### config.mk
export PLATFORM = sky130hd
export DESIGN_NAME = rr_timeout_arbiter
export DESIGN_NICKNAME = d
export VERILOG_FILES = /design/src/rtl/rr_timeout_arbiter.sv
export SDC_FILE = /design/constraint.sdc
export NUM_CORES = 1
export LEC_CHECK = 0
export CAP_MARGIN = 15
export CORE_MARGIN = 2
export CORE_UTILIZATION = 35
export CTS_BUF_LIST = sky130_fd_sc_hd__clkbuf_8 sky130_fd_sc_hd__clkbuf_16
export DETAILED_ROUTE_END_ITERATION = 8
export PLACE_DENSITY_LB_ADDON = 0.15
export SYNTH_ARGS = -nofsm -noshare
export SYNTH_HDL_FRONTEND = slang
export SYNTH_SLANG_ARGS = --single-unit
### constraint.sdc
create_clock -name clk -period 8.2 [get_ports clk]
set_input_delay 0.82 -clock clk [delete_from_list [all_inputs] [get_ports clk]]
set_output_delay 0.82 -clock clk [all_outputs]
set_load 0.05 [all_outputs]
### src/rtl/rr_timeout_arbiter.sv
// Round-robin / fixed-priority arbiter with a per-grant hold budget.
// A granted port keeps the grant while it requests and has budget left
// (L+1 cycles for budget L); running out of budget while still requesting
// produces a one-cycle timeout pulse. Handover to the next winner happens
// on the release edge itself, so there is no idle bubble between owners.
//
// state  | meaning
// -------+-----------------------------------------------
// S_IDLE | no port granted, waiting for any request
// S_BUSY | one port owns grant, cnt counts its held cycles
module rr_timeout_arbiter #(
  parameter int NPORTS = 5,
  parameter int LEN_W  = 12,
  parameter int ID_W   = 3,
  parameter int MODE   = 0
) (
  input  logic                    clk,
  input  logic                    rst,
  input  logic [NPORTS-1:0]       req,
  input  logic [NPORTS*ID_W-1:0]  flit_id,
  input  logic [NPORTS*LEN_W-1:0] length,
  output logic [NPORTS-1:0]       grant,
  output logic                    grant_valid,
  output logic [NPORTS-1:0]       timeout
);

  localparam int OW = (NPORTS > 1) ? $clog2(NPORTS) : 1;

  typedef enum logic {S_IDLE, S_BUSY} state_t;

  state_t            state;
  logic [OW-1:0]     last_owner;
  logic [LEN_W-1:0]  cnt;
  logic [LEN_W-1:0]  limit;

  logic              found;
  logic [OW-1:0]     win;
  logic [NPORTS-1:0] win_oh;
  logic [NPORTS-1:0] own_oh;
  logic              own_req;
  logic [LEN_W-1:0]  win_len;
  int                best_d;
  int                d;

  // flit ids travel alongside the requests but never steer arbitration
  logic unused_flit_id;
  assign unused_flit_id = ^flit_id;

  // Winner search: each requester gets a priority distance, smallest wins.
  // Round-robin measures distance from last_owner+1 (the previous owner lands
  // at distance NPORTS, i.e. last); fixed priority just uses the index.
  always_comb begin
    found  = 1'b0;
    win    = '0;
    best_d = NPORTS + 1;
    d      = 0;
    for (int i = 0; i < NPORTS; i++) begin
      if (req[i]) begin
        if (MODE == 1) begin
          d = i + 1;
        end else begin
          d = i - int'(last_owner);
          if (d <= 0) d = d + NPORTS;
        end
        if (d < best_d) begin
          best_d = d;
          win    = OW'(i);
          found  = 1'b1;
        end
      end
    end
  end

  // Decode winner / current owner into one-hot form and pick the winner's budget
  always_comb begin
    win_oh  = '0;
    own_oh  = '0;
    win_len = '0;
    for (int i = 0; i < NPORTS; i++) begin
      win_oh[i] = found && (OW'(i) == win);
      own_oh[i] = (OW'(i) == last_owner);
      if (found && (OW'(i) == win)) win_len = length[i*LEN_W +: LEN_W];
    end
    own_req = |(req & own_oh);
  end

  // Grant FSM: hold while budget remains, otherwise release and hand over on the same edge
  always_ff @(posedge clk or negedge rst) begin
    if (!rst) begin
      state       <= S_IDLE;
      grant       <= '0;
      grant_valid <= 1'b0;
      timeout     <= '0;
      cnt         <= '0;
      limit       <= '0;
      last_owner  <= OW'(NPORTS - 1);
    end else begin
      timeout <= '0;
      if (state == S_BUSY && own_req && cnt < limit) begin
        cnt <= cnt + 1'b1;
      end else begin
        // still requesting at release means the budget ran out
        if (state == S_BUSY && own_req) timeout <= own_oh;
        if (found) begin
          state       <= S_BUSY;
          grant       <= win_oh;
          grant_valid <= 1'b1;
          limit       <= win_len;
          cnt         <= '0;
          last_owner  <= win;
        end else begin
          state       <= S_IDLE;
          grant       <= '0;
          grant_valid <= 1'b0;
        end
      end
    end
  end

endmodule

==> out/qor.txt, run 1 <==
DP HPWL: 8933 um
number of global-route vias before repair: 3,510
final hold slack: 0.4918 ns
via count: 3,665
Final Hold Viols: 0
top post-synthesis cells by count: 43 x ha_1, 37 x dfrtp_1, 35 x nor2_1, 33 x inv_1, 20 x nand2_1
CP Class: flip-flop to flip-flop
cts bufs inserted: 5
Hold Crit Class: flip-flop to flip-flop
ANT cells: 0
endpoint kind of the worst setup timing path: flip-flop
RR Endpoint: limit[9]
hold depth: 2
dominant synthesized flop cell: dfrtp_1
Critical Path Most Common Cell: ha_1
initial antenna violation count: 0
FP Rows: 38
vias per inst: 5.414
Mapped Avg Cell Area: 8.854 sq um
CP max stage cell: or4b_1
status: complete, no violations
RD Place Congestion: 0.9192
Synth Register Bits: 38
Max Root-Sink Buffers: 2
cells on worst reg2reg path: 36
post-synthesis sequential area ratio: 24.84%
Worst Hold Endpoint: grant[1]
first-pass GRT wire length: 17,850 um
RR Startpoint: last_owner[2]
Post-Syn Area: 3834 sq um
# DRC: 0
clock skew: 0.01275 ns
area grow syn2layout: 36.13%
layout net count: 661
Max Cap Viol: 0
share of the synthesized area in the top cell type: 24.15%
crit path DAT: 7.93 ns
Pins Over Slew Limit: 0
worst slew pin tran: 1.093 ns
top post-synthesis cells by area: dfrtp_1 24%, ha_1 14%, nor2_1 3.4%, inv_1 3.2%, a221o_1 3.1%
count of cell types in the netlist: 71
Post-Syn Instances: 433
final core utilization: 48.57%
Synthesis Warnings: 0
fin crit share: 94.17%
layout cells sized above 1: 17.13%
total die area: 11,810 sq um
Worst-path clk slew: 0.09 ns
htree depth: 2
EDFF count, synth: 0
most numerous cell in the Yosys netlist: ha_1
Die W: 108.7 um
post-DR wirelength/cell: 17.06 um
largest net degree at the start of global routing: 39
Critical Path Fanout Max: 10
Max Clock Freq: 129.5 MHz
Worst Hold Launch: grant[1]
Port Buffer Count: 77
Req. time, crit path: 8.41 ns
clock sink count: 38
Starting DRT DRC Count: 207
CP startpoint kind: flip-flop
total wire length: 11,550 um
final antenna-violating net count: 0
Clock Tree Root: clkbuf_8
Pre-antenna DRT Iters: 4
core area: 10,750 sq um
chip height: 108.7 um
io pins: 93
Async S/R FF share, synth: 100.0%
Max-slew headroom: 26.84%
minimum clock period: 7.722 ns
CTS tree: done
gr ovfl total: 0
reg-to-reg slack, setup: 0.48 ns
# setup viols final: 0
Initial Util: 35.68%
largest incremental delay on the critical path: 0.55 ns
area leader, netlist: dfrtp_1
GRT Util Overall: 19.25%
Clk Latency, worst-skew pair: 0.29 ns
Post-Syn Nets: 558
## kinds of logic (layout without fill, tap and decap cells)
| kind of cell | after synthesis | count (layout) | share of synthesized area, % |
|---|---|---|---|
| buf+inv | 54 | 158 | 6.690 |
| flops | 38 | 38 | 24.84 |
| mux | 17 | 17 | 4.863 |
| fa+ha+maj | 43 | 43 | 14.03 |
| compound gates | 143 | 143 | 28.66 |
| simple gates | 129 | 129 | 18.67 |
| xor+xnor | 9 | 9 | 2.252 |
## flip-flops by register name, summed over array words and instances, names as in the netlist
signal and cells:
last_owner 3, grant 5, timeout 5, cnt 12, limit 12, state 1
## per-stage QoR
| stage | setup WS, ns | area (sq um) | TNS (ns) | instances |
|---|---|---|---|---|
| after global routing | -0.02425 | 5219 | -0.1037 | 677 |
| after global placement | 0.04304 | 4965 | 0 | 666 |
| after floorplan | 0.04454 | 3874 | 0 | 433 |
| final | 0.4783 | 5219 | 0 | 677 |
| after CTS | 0.06604 | 5107 | 0 | 674 |
| after detailed placement | -0.1341 | 4965 | -1.529 | 666 |
## critical path, delay by kind of cell, from the launching register on
kind	cells	cell delay [ns]
fa+ha+maj	5	1.42
buf+inv	5	0.56
simple gates	11	2.26
compound gates	13	2.38
flops	1	0.54
mux	2	0.47
## timing repair
item	4_1_cts	5_1_grt
endpoints found under the hold margin	0	0
hold buffers	0	0
setup buffers	0	2
setup endpoints to repair	0	33
resized for setup	0	16
## how the worst max path moves through the flow
stage,startpoint,endpoint,slack (ns),cells past startpoint
6_report,last_owner[2],limit[9],0.48,36
5_1_grt,last_owner[2],limit[8],-0.02,36
3_5_place_dp,req[0],limit[1],-0.13,33
2_1_floorplan,last_owner[0],limit[10],0.04,43
3_3_place_gp,req[0],cnt[6],0.04,35
4_1_cts,last_owner[2],limit[1],0.07,35
## final cells by class
type,count,area (sq um)
Tap cell,140,175.2
Clock buffer,6,82.58
Multi-Input combinational cell,341,2734
Clock inverter,2,60.06
Inverter,35,131.4
Timing Repair Buffer,115,1084
Sequential cell,38,952.2
Fill cell,1055,5527
## metal layers
metal / share of wire [%] / vias up / track usage (%)
met1: 48 / 1772 / 27.54
met4: 1.3 / 0 / 4.304
met5: 0 / - / 0
met2: 48 / 54 / 31.12
met3: 2.4 / 12 / 2.271
li1: - / 1827 / -
## layout by cell type, fill, tap and decap left out, types with 4 or more instances in the layout
cell type,synthesis,final
o211ai_1,14,14
a21oi_2,1,4
inv_1,33,33
clkdlybuf4s50_1,0,75
nor2_1,35,34
ha_1,43,40
a221o_1,12,12
clkbuf_8,0,6
o21ai_0,16,14
o21ai_1,8,9
buf_4,4,36
a21oi_1,19,16
nand3_1,16,16
and3_1,8,8
nor2b_1,7,7
and2_1,5,5
mux2i_1,10,9
a31oi_1,19,19
nand2b_1,13,13
xnor2_1,5,5
nand4_1,5,5
a21o_1,7,6
nand2_1,20,20
mux2_2,5,5
o21a_1,4,4
dfrtp_1,37,37
a22oi_1,12,10
Power of run 1 is not shown: default switching activity piles up to over one toggle a cycle in this logic, so the estimate is an artifact.
==> inputs of run 2 (changes only) <==
--- a/config.mk
+++ b/config.mk
@@ -10,7 +10,7 @@
 export CORE_UTILIZATION = 35
 export CTS_BUF_LIST = sky130_fd_sc_hd__clkbuf_8 sky130_fd_sc_hd__clkbuf_16
 export DETAILED_ROUTE_END_ITERATION = 8
-export PLACE_DENSITY_LB_ADDON = 0.15
+export PLACE_DENSITY = 0.67
 export SYNTH_ARGS = -nofsm -noshare
 export SYNTH_HDL_FRONTEND = slang
 export SYNTH_SLANG_ARGS = --single-unit
==> out/qor.txt, run 2 (synthesized netlist as in run 1, its figures left out) <==
gr ovfl total: 0
post-route worst setup slack: 0.4449 ns
RD Place Congestion: 0.9032
Clk Latency, worst-skew pair: 0.30 ns
Die W: 108.7 um
endpoint kind of the worst setup timing path: flip-flop
cts bufs inserted: 5
total wire length: 11,560 um
initial antenna violation count: 0
cell count after placement: 657
# setup viols final: 0
Starting DRT DRC Count: 312
Max-slew headroom: 24.62%
worst slew pin tran: 1.127 ns
final antenna-violating net count: 0
number of global-route vias before repair: 3,613
layout net count: 651
Clock Tree Root: clkbuf_8
first-pass GRT wire length: 17,550 um
# DRC: 0
Max Root-Sink Buffers: 2
total die area: 11,810 sq um
post-DR wirelength/cell: 17.33 um
CP startpoint kind: flip-flop
ANT cells: 0
minimum clock period: 7.755 ns
Final Hold Viols: 0
status: complete, no violations
DP Worst Slack: -0.1015 ns
FP Rows: 38
clock sink count: 38
chip height: 108.7 um
CP max stage cell: dfstp_2
CP Class: flip-flop to flip-flop
Max Clock Freq: 128.9 MHz
Initial Util: 35.68%
largest incremental delay on the critical path: 0.54 ns
core area: 10,750 sq um
DP HPWL: 8700 um
hold depth: 1
RSZ-0062 raised after global routing: false
Worst-path clk slew: 0.08 ns
cells on worst reg2reg path: 35
htree depth: 2
Critical Path Most Common Cell: ha_1
CTS tree: done
fillers: 1,055
Pins Over Slew Limit: 0
io pins: 93
biggest registers after layout: cnt (12), limit (12)
clock skew: 0.009507 ns
final hold slack: 0.5000 ns
Max Cap Viol: 0
fin crit share: 94.57%
layout cells sized above 1: 15.75%
Pre-antenna DRT Iters: 6
largest net degree at the start of global routing: 39
final non-filler cell total: 667
vias per inst: 5.592
Critical Path Fanout Max: 9
Port Buffer Count: 77
Req. time, crit path: 8.38 ns
commonest non-fill, non-tap cell in the layout: clkdlybuf4s50_1
commonest non-fill, non-tap cells in the layout: 75 x clkdlybuf4s50_1, 39 x ha_1, 37 x dfrtp_1
GRT Util Overall: 18.83%
via count: 3,730
crit path DAT: 7.94 ns
Hold Crit Class: flip-flop to flip-flop
area grow syn2layout: 31.89%
-- run 2: changes by cell type in the layout (fill, tap and decap cells not counted), sizes merged --
cell	previous run	this run
bufinv	2	0
inv	33	34
a211oi	5	6
clkinv	2	4
clkbuf	7	5
buf	38	28
-- run 2: metrics by stage --
step / area [sq um] / TNS [ns] / utilization, %
floorplan: 3874 / 0 / -
global placement: 4897 / 0 / 45.58
detailed placement: 4897 / -1.186 / 45.58
CTS: 4980 / 0 / 46.34
global route: 5056 / 0 / 47.05
finish: 5056 / 0 / 47.05
-- run 2: cell type report --
class                   instances  area, sq um  share of cell area (%)
clock buffers                   5        68.82                   1.361
clock inverters                 3        13.76                  0.2722
inverters                      35        131.4                   2.598
multi-input cells             342         2731                   54.02
flip-flops and latches         38        952.2                   18.83
well taps                     140        175.2                   3.464
repair buffers                104        983.4                   19.45
-- run 2: path summary, 6_finish.rpt --
kind / from / end / slack, ns
min reg2reg: cnt[7] / cnt[7] / 0.50
max reg2reg: last_owner[2] / limit[8] / 0.44
max: last_owner[2] / limit[8] / 0.44
min: cnt[7] / cnt[7] / 0.50
min in group asynchronous: rst / grant[4] / 0.63
max in group asynchronous: rst / limit[11] / 7.02
-- run 2: per-layer routing --
| metal | wire length (um) | global-route usage (%) | vias to the layer above |
|---|---|---|---|
| li1 | - | - | 1806 |
| met1 | 4873 | 23.67 | 1780 |
| met2 | 5765 | 33.35 | 127 |
| met3 | 702 | 2.989 | 17 |
| met4 | 217 | 5.220 | 0 |
| met5 | 0 | 0 | - |
-- run 2: timing repair --
item / 4_1_cts / 5_1_grt
hold buffers: 0 / 0
endpoints found under the setup margin: 0 / 33
resized for setup: 0 / 17
setup buffers: 0 / 1
-- run 2: critical path: cells and delay by family (launching register included) --
family,cells,cell delay [ns]
muxes,2,0.51
adders and majority gates,5,1.41
AOI/OAI and AO/OA,13,2.56
and+or+nand+nor,12,2.36
buffers and inverters,3,0.22
DFF,1,0.54
Power of run 2 is left out for the same reason.
==> inputs of run 3 (changes only) <==
--- a/config.mk
+++ b/config.mk
@@ -6,11 +6,11 @@
 export NUM_CORES = 1
 export LEC_CHECK = 0
 export CAP_MARGIN = 15
-export CORE_MARGIN = 2
+export CORE_MARGIN = 3
 export CORE_UTILIZATION = 35
 export CTS_BUF_LIST = sky130_fd_sc_hd__clkbuf_8 sky130_fd_sc_hd__clkbuf_16
 export DETAILED_ROUTE_END_ITERATION = 8
-export PLACE_DENSITY = 0.67
+export RECOVER_POWER = 50
 export SYNTH_ARGS = -nofsm -noshare
 export SYNTH_HDL_FRONTEND = slang
 export SYNTH_SLANG_ARGS = --single-unit
==> out/qor.txt, run 3 (synthesized netlist as in run 1, its figures left out) <==
final non-filler cell total: 668
total wire length: 11,440 um
clock sink count: 38
Critical Path Most Common Cell: ha_1
post-route worst setup slack: 0.4864 ns
minimum clock period: 7.714 ns
status: complete, but fails checks
Max Clock Freq: 129.6 MHz
largest net degree at the start of global routing: 39
final hold slack: 0.5026 ns
crit path DAT: 7.89 ns
Worst-path clk slew: 0.08 ns
Buffers & Inverters on Critical Path: 4
Die W: 110.7 um
Critical Path Fanout Max: 13
biggest registers after layout: cnt (12), limit (12)
Hold Crit Class: flip-flop to flip-flop
hold depth: 2
Critical Path Start: last_owner[0]
Clock Tree Root: clkbuf_8
CP startpoint kind: flip-flop
FP Rows: 37
Top Family by Delay on Critical Path: simple AND/OR/NAND/NOR gates
CTS tree: done
Pre-antenna DRT Iters: 5
area of the multi-input gates: 2738 sq um
DP HPWL: 8976 um
Worst Hold Launch: grant[0]
core area: 10,510 sq um
Max Root-Sink Buffers: 2
reg-to-reg slack, setup: 0.49 ns
Pins Over Slew Limit: 39
io pins: 93
endpoint kind of the worst setup timing path: flip-flop
via count: 3,645
commonest non-fill, non-tap cell in the layout: clkdlybuf4s50_1
total die area: 12,250 sq um
CP Class: flip-flop to flip-flop
number of global-route vias before repair: 3,582
worst slew pin tran: 2.025 ns
final core utilization: 48.95%
Clk Latency, worst-skew pair: 0.29 ns
first-pass GRT wire length: 18,170 um
fin crit share: 94.07%
Reg area: 952.2 sq um
# hold bufs at CTS: 0
Critical Path Stages: 36
fillers: 983
post-DR wirelength/cell: 17.12 um
cts bufs inserted: 5
commonest non-fill, non-tap cells in the layout: 70 x clkdlybuf4s50_1, 40 x ha_1, 37 x dfrtp_1
layout cells sized above 1: 16.73%
DP Worst Slack: -0.2089 ns
ANT cells: 0
Starting DRT DRC Count: 246
failing checks: capacitance limit, slew limit
chip height: 110.7 um
Port Buffer Count: 77
vias per inst: 5.457
clock skew: 0.01104 ns
GRT Util Overall: 17.77%
RR Startpoint: last_owner[0]
layout net count: 656
Max Cap Viol: 1
htree depth: 2
CP max stage cell: or4b_1
RD Place Congestion: 0.8694
cells on worst reg2reg path: 36
initial antenna violation count: 0
cell count after placement: 657
Final Hold Viols: 0
# DRC: 0
Req. time, crit path: 8.38 ns
final antenna-violating net count: 0
# setup viols final: 0
Initial Util: 36.48%
largest incremental delay on the critical path: 0.52 ns
gr ovfl total: 0
area grow syn2layout: 34.17%
Max-slew headroom: -34.99%
==> run 3: tightest hold or removal path: cells and delay by family, from the launching register on <==
family	cells	cell delay, ns
AO/OA/AOI/OAI	1	0.07
flip-flops	1	0.35
AND/OR/NAND/NOR	1	0.05
==> run 3: path summary, 6_finish.rpt <==
path,to
max reg2reg,grant[3]
min,grant[0]
max in group asynchronous,limit[3]
min in group asynchronous,timeout[4]
max,grant[3]
min reg2reg,grant[0]
==> run 3: layout make-up <==
class,count,share of cell area (%)
repair buffers,110,20.55
clock buffers,6,1.605
multi-input cells,341,53.22
inverters,35,2.554
clock inverters,2,0.2432
flip-flops and latches,38,18.51
well taps,136,3.308
==> run 3: through the flow <==
| step | area (sq um) | TNS [ns] |
|---|---|---|
| floorplan | 3874 | 0 |
| global placement | 4922 | -0.9077 |
| detailed placement | 4922 | -2.954 |
| CTS | 5017 | 0 |
| global route | 5144 | -0.03465 |
| finish | 5144 | 0 |
==> run 3: repair_timing <==
item / in CTS / in global routing
setup endpoints to repair: 0 / 33
gates resized for setup: 0 / 18
setup buffers: 0 / 2
hold endpoints to repair: 0 / 0
==> run 3: layer usage <==
layer / GRT usage (%) / share of wire (%) / vias to the layer above / routed length [um]
met5: 0 / 0 / - / 0
met2: 29.53 / 48 / 98 / 5432
met4: 2.627 / 0.67 / 0 / 77
met1: 25.33 / 47 / 1727 / 5419
li1: - / - / 1812 / -
met3: 2.074 / 4.4 / 8 / 505
Power of run 3 is left out for the same reason.
